===== config.mk =====
export PLATFORM = sky130hd
export DESIGN_NAME = divide_dispatch
export DESIGN_NICKNAME = d
export VERILOG_FILES = /design/src/rtl/divide_dispatch_pkg.sv /design/src/rtl/divide_dispatch_fifo.sv /design/src/rtl/divide_dispatch.sv
export SDC_FILE = /design/constraint.sdc
export NUM_CORES = 1
export LEC_CHECK = 0
export BUFFER_PORTS_ARGS = -buffer_cell sky130_fd_sc_hd__buf_2
export CORE_MARGIN = 5
export CORE_UTILIZATION = 55
export CTS_BUF_LIST = sky130_fd_sc_hd__clkbuf_8
export CTS_CLUSTER_SIZE = 14
export DETAILED_ROUTE_END_ITERATION = 12
export HOLD_SLACK_MARGIN = 0.05
export PLACE_DENSITY = 0.91
export SETUP_SLACK_MARGIN = 0.05
export SLEW_MARGIN = 10
export SYNTH_ARGS = -nofsm -noshare
export SYNTH_HDL_FRONTEND = slang
export SYNTH_SLANG_ARGS = --single-unit

===== constraint.sdc =====
create_clock -name clk -period 6.7 [get_ports clk]
set_clock_uncertainty 0.05 [all_clocks]
set_input_delay 0.67 -clock clk [delete_from_list [all_inputs] [get_ports clk]]
set_output_delay 0.67 -clock clk [all_outputs]
set_load 0.02 [all_outputs]

===== src/rtl/divide_dispatch_pkg.sv =====
// Shared definitions for the divide dispatcher: controller state encoding
// and the default operand width, queue depth and WAIT timeout.
package divide_dispatch_pkg;

  localparam int DEF_WIDTH = 8;
  localparam int DEF_DEPTH = 4;

  // Cycle budget granted to the divider: a little more than four cycles per
  // operand bit, enough for a bit-serial signed divider plus sign fix-up.
  function automatic int timeout_for(input int width);
    return 4 * width + 8;
  endfunction

  localparam int DEF_TIMEOUT = timeout_for(DEF_WIDTH);

  // Dispatcher controller states.
  //   ST_IDLE  : waiting for an operand pair and a free divider
  //   ST_ISSUE : one-cycle start pulse towards the divider
  //   ST_WAIT  : divider running, watched by the timeout counter
  //   ST_HOLD  : result presented until the consumer takes it
  typedef enum logic [1:0] {
    ST_IDLE  = 2'd0,
    ST_ISSUE = 2'd1,
    ST_WAIT  = 2'd2,
    ST_HOLD  = 2'd3
  } state_e;

endpackage


===== src/rtl/divide_dispatch_fifo.sv =====
// Synchronous operand FIFO with show-ahead read port. A push while full and a
// pop while empty are dropped, so neither can disturb pointers or occupancy.
module sync_fifo
  import divide_dispatch_pkg::*;
#(
  parameter int WIDTH = 2 * DEF_WIDTH,
  parameter int DEPTH = DEF_DEPTH
) (
  input  logic                     clk,
  input  logic                     rst,
  input  logic                     push_i,
  input  logic [WIDTH-1:0]         wdata_i,
  input  logic                     pop_i,
  output logic [WIDTH-1:0]         rdata_o,
  output logic                     full_o,
  output logic                     empty_o,
  output logic [$clog2(DEPTH):0]   count_o
);

  localparam int AW = $clog2(DEPTH);

  logic [WIDTH-1:0] mem_q [DEPTH];
  logic [AW-1:0]    wr_ptr_q;
  logic [AW-1:0]    rd_ptr_q;
  logic [AW:0]      count_q;
  logic             do_push;
  logic             do_pop;

  assign full_o  = (count_q == (AW + 1)'(DEPTH));
  assign empty_o = (count_q == '0);
  assign do_push = push_i && !full_o;
  assign do_pop  = pop_i && !empty_o;
  assign count_o = count_q;
  assign rdata_o = mem_q[rd_ptr_q];

  // Pointers wrap naturally because DEPTH is a power of two; simultaneous
  // push and pop leave the occupancy untouched.
  always_ff @(posedge clk) begin
    if (rst) begin
      wr_ptr_q <= '0;
      rd_ptr_q <= '0;
      count_q  <= '0;
    end else begin
      if (do_push) wr_ptr_q <= wr_ptr_q + AW'(1);
      if (do_pop)  rd_ptr_q <= rd_ptr_q + AW'(1);
      case ({do_push, do_pop})
        2'b10:   count_q <= count_q + (AW + 1)'(1);
        2'b01:   count_q <= count_q - (AW + 1)'(1);
        default: count_q <= count_q;
      endcase
    end
  end

  // Storage holds data only; stale entries are unreachable after reset.
  always_ff @(posedge clk) begin
    if (do_push) mem_q[wr_ptr_q] <= wdata_i;
  end

endmodule


===== src/rtl/divide_dispatch.sv =====
// Divide dispatcher: queues signed operand pairs, feeds them one at a time to
// an external signed divider, short-circuits divide-by-zero, guards the
// divider with a timeout and presents each result with a valid/ready
// handshake. Results leave strictly in push order, one operation in flight.
module divide_dispatch
  import divide_dispatch_pkg::*;
#(
  parameter int WIDTH   = DEF_WIDTH,
  parameter int DEPTH   = DEF_DEPTH,
  parameter int TIMEOUT = timeout_for(WIDTH)
) (
  input  logic                        clk,
  input  logic                        rst,
  // operand push
  input  logic                        in_valid,
  output logic                        in_ready,
  input  logic signed [WIDTH-1:0]     in_a,
  input  logic signed [WIDTH-1:0]     in_b,
  // divider side
  output logic signed [WIDTH-1:0]     div_a,
  output logic signed [WIDTH-1:0]     div_b,
  output logic                        div_start,
  input  logic                        div_wait,
  input  logic                        div_done,
  input  logic signed [WIDTH-1:0]     div_result,
  input  logic signed [2*WIDTH-1:0]   div_remainder,
  // result pop
  output logic                        out_valid,
  input  logic                        out_ready,
  output logic signed [WIDTH-1:0]     out_quot,
  output logic signed [2*WIDTH-1:0]   out_rem,
  output logic                        out_dbz,
  output logic                        out_tmo,
  output logic [$clog2(DEPTH):0]      fifo_count
);

  // Counter only has to reach TIMEOUT-1: the expiry decision is taken on the
  // cycle that would make it TIMEOUT.
  localparam int TW = (TIMEOUT < 2) ? 1 : $clog2(TIMEOUT);

  state_e                     state_q, state_d;
  logic [TW-1:0]              tmo_cnt_q, tmo_cnt_d;
  logic signed [WIDTH-1:0]    div_a_q, div_a_d;
  logic signed [WIDTH-1:0]    div_b_q, div_b_d;
  logic signed [WIDTH-1:0]    quot_q, quot_d;
  logic signed [2*WIDTH-1:0]  rem_q, rem_d;
  logic                       dbz_q, dbz_d;
  logic                       tmo_q, tmo_d;

  logic                       fifo_push;
  logic                       fifo_pop;
  logic [2*WIDTH-1:0]         fifo_rdata;
  logic                       fifo_full;
  logic                       fifo_empty;
  logic signed [WIDTH-1:0]    head_a;
  logic signed [WIDTH-1:0]    head_b;

  assign in_ready  = !fifo_full;
  assign fifo_push = in_valid && !fifo_full;
  assign head_a    = $signed(fifo_rdata[2*WIDTH-1:WIDTH]);
  assign head_b    = $signed(fifo_rdata[WIDTH-1:0]);

  sync_fifo #(
    .WIDTH (2 * WIDTH),
    .DEPTH (DEPTH)
  ) u_fifo (
    .clk     (clk),
    .rst     (rst),
    .push_i  (fifo_push),
    .wdata_i ({in_a, in_b}),
    .pop_i   (fifo_pop),
    .rdata_o (fifo_rdata),
    .full_o  (fifo_full),
    .empty_o (fifo_empty),
    .count_o (fifo_count)
  );

  // Next-state, pop decision and result capture for the dispatch controller.
  always_comb begin
    state_d   = state_q;
    tmo_cnt_d = '0;
    div_a_d   = div_a_q;
    div_b_d   = div_b_q;
    quot_d    = quot_q;
    rem_d     = rem_q;
    dbz_d     = dbz_q;
    tmo_d     = tmo_q;
    fifo_pop  = 1'b0;

    unique case (state_q)
      ST_IDLE: begin
        // A divider still busy (e.g. from before a reset) is never overlapped.
        if (!fifo_empty && !div_wait) begin
          fifo_pop = 1'b1;
          div_a_d  = head_a;
          div_b_d  = head_b;
          if (head_b == '0) begin
            quot_d  = '0;
            rem_d   = '0;
            dbz_d   = 1'b1;
            tmo_d   = 1'b0;
            state_d = ST_HOLD;
          end else begin
            state_d = ST_ISSUE;
          end
        end
      end

      ST_ISSUE: begin
        state_d = ST_WAIT;
      end

      ST_WAIT: begin
        if (div_done) begin
          quot_d  = div_result;
          rem_d   = div_remainder;
          dbz_d   = 1'b0;
          tmo_d   = 1'b0;
          state_d = ST_HOLD;
        end else if (tmo_cnt_q == TW'(TIMEOUT - 1)) begin
          quot_d  = '0;
          rem_d   = '0;
          dbz_d   = 1'b0;
          tmo_d   = 1'b1;
          state_d = ST_HOLD;
        end else begin
          tmo_cnt_d = tmo_cnt_q + TW'(1);
        end
      end

      ST_HOLD: begin
        if (out_ready) state_d = ST_IDLE;
      end

      default: begin
        state_d = ST_IDLE;
      end
    endcase
  end

  // Controller state and WAIT timeout counter.
  always_ff @(posedge clk) begin
    if (rst) begin
      state_q   <= ST_IDLE;
      tmo_cnt_q <= '0;
    end else begin
      state_q   <= state_d;
      tmo_cnt_q <= tmo_cnt_d;
    end
  end

  // Operand and result registers; cleared on reset so the outputs are known.
  always_ff @(posedge clk) begin
    if (rst) begin
      div_a_q <= '0;
      div_b_q <= '0;
      quot_q  <= '0;
      rem_q   <= '0;
      dbz_q   <= 1'b0;
      tmo_q   <= 1'b0;
    end else begin
      div_a_q <= div_a_d;
      div_b_q <= div_b_d;
      quot_q  <= quot_d;
      rem_q   <= rem_d;
      dbz_q   <= dbz_d;
      tmo_q   <= tmo_d;
    end
  end

  assign div_start = (state_q == ST_ISSUE);
  assign out_valid = (state_q == ST_HOLD);
  assign div_a     = div_a_q;
  assign div_b     = div_b_q;
  assign out_quot  = quot_q;
  assign out_rem   = rem_q;
  assign out_dbz   = dbz_q;
  assign out_tmo   = tmo_q;

endmodule


==> flow_summary.html <==
<table>
<tr><th>Metric</th><th>Value</th></tr>
<tr><th colspan="2">Critical path</th></tr>
<tr><td>Critical path required time</td><td>6.97 ns</td></tr>
<tr><td>Depth of the most critical reg-to-reg path</td><td>5</td></tr>
<tr><td>Crit. End Element</td><td>flip-flop</td></tr>
<tr><td>Endpoint of the most critical register-to-register path</td><td>out_dbz</td></tr>
<tr><td>Crit path DAT</td><td>3.73 ns</td></tr>
<tr><td>Slowest stage delay, CP</td><td>0.99 ns</td></tr>
<tr><td>Top cell family by delay on the critical path</td><td>compound AO/OA/AOI/OAI gates</td></tr>
<tr><td>Setup CP Type</td><td>flip-flop to flip-flop</td></tr>
<tr><td>Count of buffering cells on the critical path with inverters included</td><td>0</td></tr>
<tr><td>CP max-delay cell</td><td>sky130_fd_sc_hd__dfxtp_1</td></tr>
<tr><td>Type of origin of the critical path</td><td>flip-flop</td></tr>
<tr><td>Series of cell instances along the critical path</td><td>mux4_1, or4_4, o21ai_4, a21oi_1, a311oi_1</td></tr>
<tr><td>Setup slack of the most critical reg-to-reg path</td><td>approximately 3.2 ns</td></tr>
<tr><td>Max FO, Critical Path</td><td>27</td></tr>
<tr><th colspan="2">Power and ir drop</th></tr>
<tr><td>Power dissipated by switching net loads</td><td>a little over 0.0008 W</td></tr>
<tr><td>Portion of total power attributed to combinational logic</td><td>28.2%</td></tr>
<tr><td>Total power after layout</td><td>0.00221 W</td></tr>
<tr><td>PwrDens</td><td>388 mW/mm^2</td></tr>
<tr><td>LEAKAGE</td><td>2.16 nW</td></tr>
<tr><td>Proportion of total power due to net switching</td><td>37.1%</td></tr>
<tr><td>Power share of the clock group</td><td>between 20 and 30%</td></tr>
<tr><td>Worst supply voltage drop on vdd</td><td>0.277 mV</td></tr>
<tr><td>Seq pwr share</td><td>42.7%</td></tr>
<tr><td>Internal power consumption</td><td>0.00139 W</td></tr>
<tr><th colspan="2">Synth</th></tr>
<tr><td>Warnings from Yosys</td><td>0</td></tr>
<tr><td>Primary flip-flop cell chosen by synthesis mapping</td><td>sky130_fd_sc_hd__edfxtp_1</td></tr>
<tr><td>Post-synthesis cell area</td><td>0.00484 mm^2</td></tr>
<tr><td>Share of flip-flops with an asynchronous set or reset after synthesis</td><td>0%</td></tr>
<tr><td>Sequential share of the synthesized area</td><td>64.1%</td></tr>
<tr><td>Seq cells post-synth</td><td>between 100 and 150</td></tr>
<tr><td>Syn avg cell area</td><td>12.9 um^2</td></tr>
<tr><td>Number of nets produced by synthesis</td><td>approximately 430</td></tr>
<tr><td>Number of distinct library cell variants in the gate-level netlist after synthesis</td><td>38</td></tr>
<tr><td>Cells after Synth</td><td>between 300 and 400</td></tr>
<tr><td>Number of enable flip-flop cells after synthesis</td><td>between 60 and 70</td></tr>
<tr><th colspan="2">Hold path</th></tr>
<tr><td>Source of the worst hold timing path</td><td>div_a[7]</td></tr>
<tr><td>Class of the most critical hold timing path</td><td>flip-flop to flip-flop</td></tr>
<tr><td>Worst hold path endpoint</td><td>div_a[7]</td></tr>
<tr><td>Instance count along the most critical hold path</td><td>2</td></tr>
<tr><th colspan="2">Clocking</th></tr>
<tr><td>Clock-pin slew on the worst setup and hold paths</td><td>about 0.080 ns</td></tr>
<tr><td>Number of buffers between clock root and the deepest sink</td><td>2</td></tr>
<tr><td>Number of clock sinks</td><td>123</td></tr>
<tr><td>Clock latency on the worst-skew pair</td><td>~0.42 ns</td></tr>
<tr><td>Cts repair resizes</td><td>0</td></tr>
<tr><td>Clock root buffer</td><td>sky130_fd_sc_hd__clkbuf_8</td></tr>
<tr><td>CTS tree</td><td>yes</td></tr>
<tr><td>Buffers inserted by post-CTS timing repair</td><td>0</td></tr>
<tr><td>Maximum level of the CTS H-tree</td><td>4</td></tr>
<tr><td>Count of hold-fix buffers inserted at cts</td><td>0</td></tr>
<tr><td>Number of clock buffers inserted by TritonCTS</td><td>17</td></tr>
<tr><th colspan="2">Routing</th></tr>
<tr><td>Initial drt markers</td><td>approximately 160</td></tr>
<tr><td>Total via count in the routed design</td><td>~3300</td></tr>
<tr><td>Average detailed-routed wire length per instance</td><td>approximately 18 um</td></tr>
<tr><td>Number of routed nets with antenna violations</td><td>0</td></tr>
<tr><td>Total length of routed wires</td><td>10.4 mm</td></tr>
<tr><td>Routed via count divided by cell count</td><td>5.71</td></tr>
<tr><td>Number of design rule violations left after detail routing</td><td>0</td></tr>
<tr><td>Total iterations of the first detailed-routing run</td><td>5</td></tr>
<tr><th colspan="2">STA</th></tr>
<tr><td>Max-slew headroom at the worst pin</td><td>between 30% and 40%</td></tr>
<tr><td>Worst hold slack</td><td>0.405 ns</td></tr>
<tr><td>Share of the clock period used by the worst path after layout</td><td>51.6%</td></tr>
<tr><td>Setup repair after global routing missed its margin</td><td>no</td></tr>
<tr><td>Fin Setup TNS</td><td>0 ns</td></tr>
<tr><td>Count of final hold-check violations</td><td>0</td></tr>
<tr><td>Endpoints failing setup</td><td>0</td></tr>
<tr><td>Tightest Pin Transition</td><td>1.00 ns</td></tr>
<tr><td>Minimum period implied by the final worst setup slack</td><td>3.46 ns</td></tr>
<tr><td>Max Freq</td><td>289 MHz</td></tr>
<tr><td>Final count of pins violating max slew</td><td>0</td></tr>
<tr><th colspan="2">Floorplan</th></tr>
<tr><td>Vertical die dimension</td><td>104 um</td></tr>
<tr><td>Area of the placeable core</td><td>around 0.0086 mm^2</td></tr>
<tr><td>Initial Util</td><td>56.0%</td></tr>
<tr><td>Die outline area</td><td>0.0108 mm^2</td></tr>
<tr><td>Row count</td><td>34</td></tr>
<tr><td>Top Ports</td><td>94</td></tr>
<tr><td>Width of the chip</td><td>between 100 and 150 um</td></tr>
<tr><th colspan="2">Cells and area</th></tr>
<tr><td>Top library cells by usage in the layout, fill and taps aside</td><td>93 x sky130_fd_sc_hd__buf_2, 64 x sky130_fd_sc_hd__edfxtp_1, 59 x sky130_fd_sc_hd__dfxtp_1</td></tr>
<tr><td>Nets</td><td>520</td></tr>
<tr><td>Proportion of layout cells with a drive suffix above 1</td><td>29.1%</td></tr>
<tr><td>Most common cell after layout, fill and taps aside</td><td>sky130_fd_sc_hd__buf_2</td></tr>
<tr><td>Inserted Diodes</td><td>0</td></tr>
<tr><td>Growth of design area from synthesis to finish</td><td>17.7%</td></tr>
<tr><td>Number of filler cells placed in the layout</td><td>617</td></tr>
<tr><th colspan="2">Global routing</th></tr>
<tr><td>First-pass GRT wire length</td><td>approximately 17 mm</td></tr>
<tr><td>Overall global routing resource usage</td><td>between 10% and 20%</td></tr>
<tr><td>Number of antenna violations at the first check in global routing</td><td>0</td></tr>
<tr><td>Global route overflow</td><td>0</td></tr>
<tr><td>Via count of the first global-routing pass</td><td>3434</td></tr>
<tr><td>Pin count of the biggest net entering global routing</td><td>54</td></tr>
<tr><th colspan="2">Placed design</th></tr>
<tr><td>Routability congestion estimate from global placement</td><td>0.732</td></tr>
<tr><td>Detailed-placement wirelength estimate</td><td>6.81 mm</td></tr>
<tr><td>Port-buffer cells</td><td>93</td></tr>
<tr><th colspan="2">Outcome</th></tr>
<tr><td>Run status</td><td>complete, no violations</td></tr>
<tr><th colspan="2">Flow run</th></tr>
<tr><td>Number of max-capacitance violations reported</td><td>0</td></tr>
</table>
==> layer usage <==
| metal | part of all wire (%) | vias up | GRT usage (%) |
|---|---|---|---|
| li1 | - | 1568 | - |
| met1 | 39 | 1604 | 23.3 |
| met2 | 52 | 134 | 33.5 |
| met3 | 7.1 | 23 | 6.47 |
| met4 | 2.1 | 0 | 7.59 |
| met5 | 0 | - | 0 |
==> stage by stage <==
step | setup WS [ns] | util, % | instance area (um^2) | cells
after global placement | 3.42 | 61.4 | 5300 | 551
after detailed placement | 3.29 | 61.4 | 5300 | 551
after floorplan | 4.04 | - | 4840 | 374
final | 3.24 | 66.0 | 5700 | 583
after CTS | 3.23 | 66.0 | 5700 | 583
after global routing | 2.99 | 66.0 | 5700 | 583
==> flip-flops by register name, indices dropped and copies added, names as in the netlist, named ones only <==
signal           count
div_a                8
div_b                8
out_dbz              1
out_quot             8
out_rem             16
out_tmo              1
state_q              2
tmo_cnt_q            6
u_fifo.count_o       3
u_fifo.mem_q        64
u_fifo.rd_ptr_q      2
u_fifo.wr_ptr_q      2
==> power by group through the flow <==
| stage | clock [W] | sequential, W | combinational [W] |
|---|---|---|---|
| final | 0.000643 | 0.000943 | 0.000622 |
| after global routing | 0.000695 | 0.000954 | 0.000683 |
| after CTS | 0.000653 | 0.000944 | 0.000625 |
| after detailed placement | 0 | 0.000959 | 0.000616 |
| after global placement | 0 | 0.000952 | 0.000586 |
| after floorplan | 0 | 0.000968 | 0.000475 |
==> synth_stat cells (2+ instances only) <==
cell type	count	area share (%)
sky130_fd_sc_hd__nor2_1	15	1.2
sky130_fd_sc_hd__clkbuf_1	14	1.1
sky130_fd_sc_hd__xnor2_1	4	0.72
sky130_fd_sc_hd__nand2_1	37	2.9
sky130_fd_sc_hd__dfxtp_1	59	24
sky130_fd_sc_hd__o21ai_1	25	2.6
sky130_fd_sc_hd__nand3_1	5	0.52
sky130_fd_sc_hd__xor2_1	5	0.91
sky130_fd_sc_hd__buf_2	4	0.41
sky130_fd_sc_hd__or4_4	2	0.47
sky130_fd_sc_hd__a211oi_1	3	0.47
sky130_fd_sc_hd__mux4_1	9	4.9
sky130_fd_sc_hd__o21ai_0	3	0.31
sky130_fd_sc_hd__inv_1	10	0.78
sky130_fd_sc_hd__and2_1	2	0.26
sky130_fd_sc_hd__ha_1	11	2.8
sky130_fd_sc_hd__mux4_2	7	3.3
sky130_fd_sc_hd__a21oi_1	45	4.7
sky130_fd_sc_hd__buf_4	2	0.31
sky130_fd_sc_hd__and3_1	4	0.52
sky130_fd_sc_hd__buf_6	3	0.70
sky130_fd_sc_hd__nand4_1	24	3.1
sky130_fd_sc_hd__nor3_1	3	0.31
sky130_fd_sc_hd__edfxtp_1	64	40
==> worst register-to-register path, stage by stage (launching register included) <==
cell                       delay [ns]
sky130_fd_sc_hd__dfxtp_1         0.99
sky130_fd_sc_hd__mux4_1          0.71
sky130_fd_sc_hd__or4_4           0.58
sky130_fd_sc_hd__o21ai_4         0.57
sky130_fd_sc_hd__a21oi_1         0.17
sky130_fd_sc_hd__a311oi_1        0.29
==> area by class of cell <==
cell class	count	area, um^2	share of cell area [%]
Sequential cell	123	3100	54.5
Clock buffer	18	248	4.35
Inverter	11	41.3	0.725
Multi-Input combinational cell	215	1550	27.2
Tap cell	108	135	2.37
Clock inverter	14	148	2.59
Timing Repair Buffer	94	473	8.30
==> worst max path at each step <==
stage / from / slack, ns / depth (start not counted) / end
floorplan: div_wait / 4.04 / 10 / u_fifo.count_o[2]
global placement: flip-flop / 3.42 / 5 / out_dbz
detailed placement: flip-flop / 3.29 / 5 / out_dbz
CTS: flip-flop / 3.23 / 5 / out_dbz
global route: flip-flop / 2.99 / 5 / out_dbz
finish: flip-flop / 3.24 / 5 / out_dbz
==> kinds of logic (layout without fill, tap and decap cells) <==
family	Yosys count	in the layout	synth area share, %
AOI/OAI and AO/OA	81	81	9.05
and+or+nand+nor	97	97	9.91
adders and majority gates	12	12	3.26
buffers and inverters	36	137	3.85
xor gates and xnor gates	9	9	1.63
muxes	16	16	8.15
DFF	123	123	64.1
Note: power is estimated with default switching activity, not from simulation.
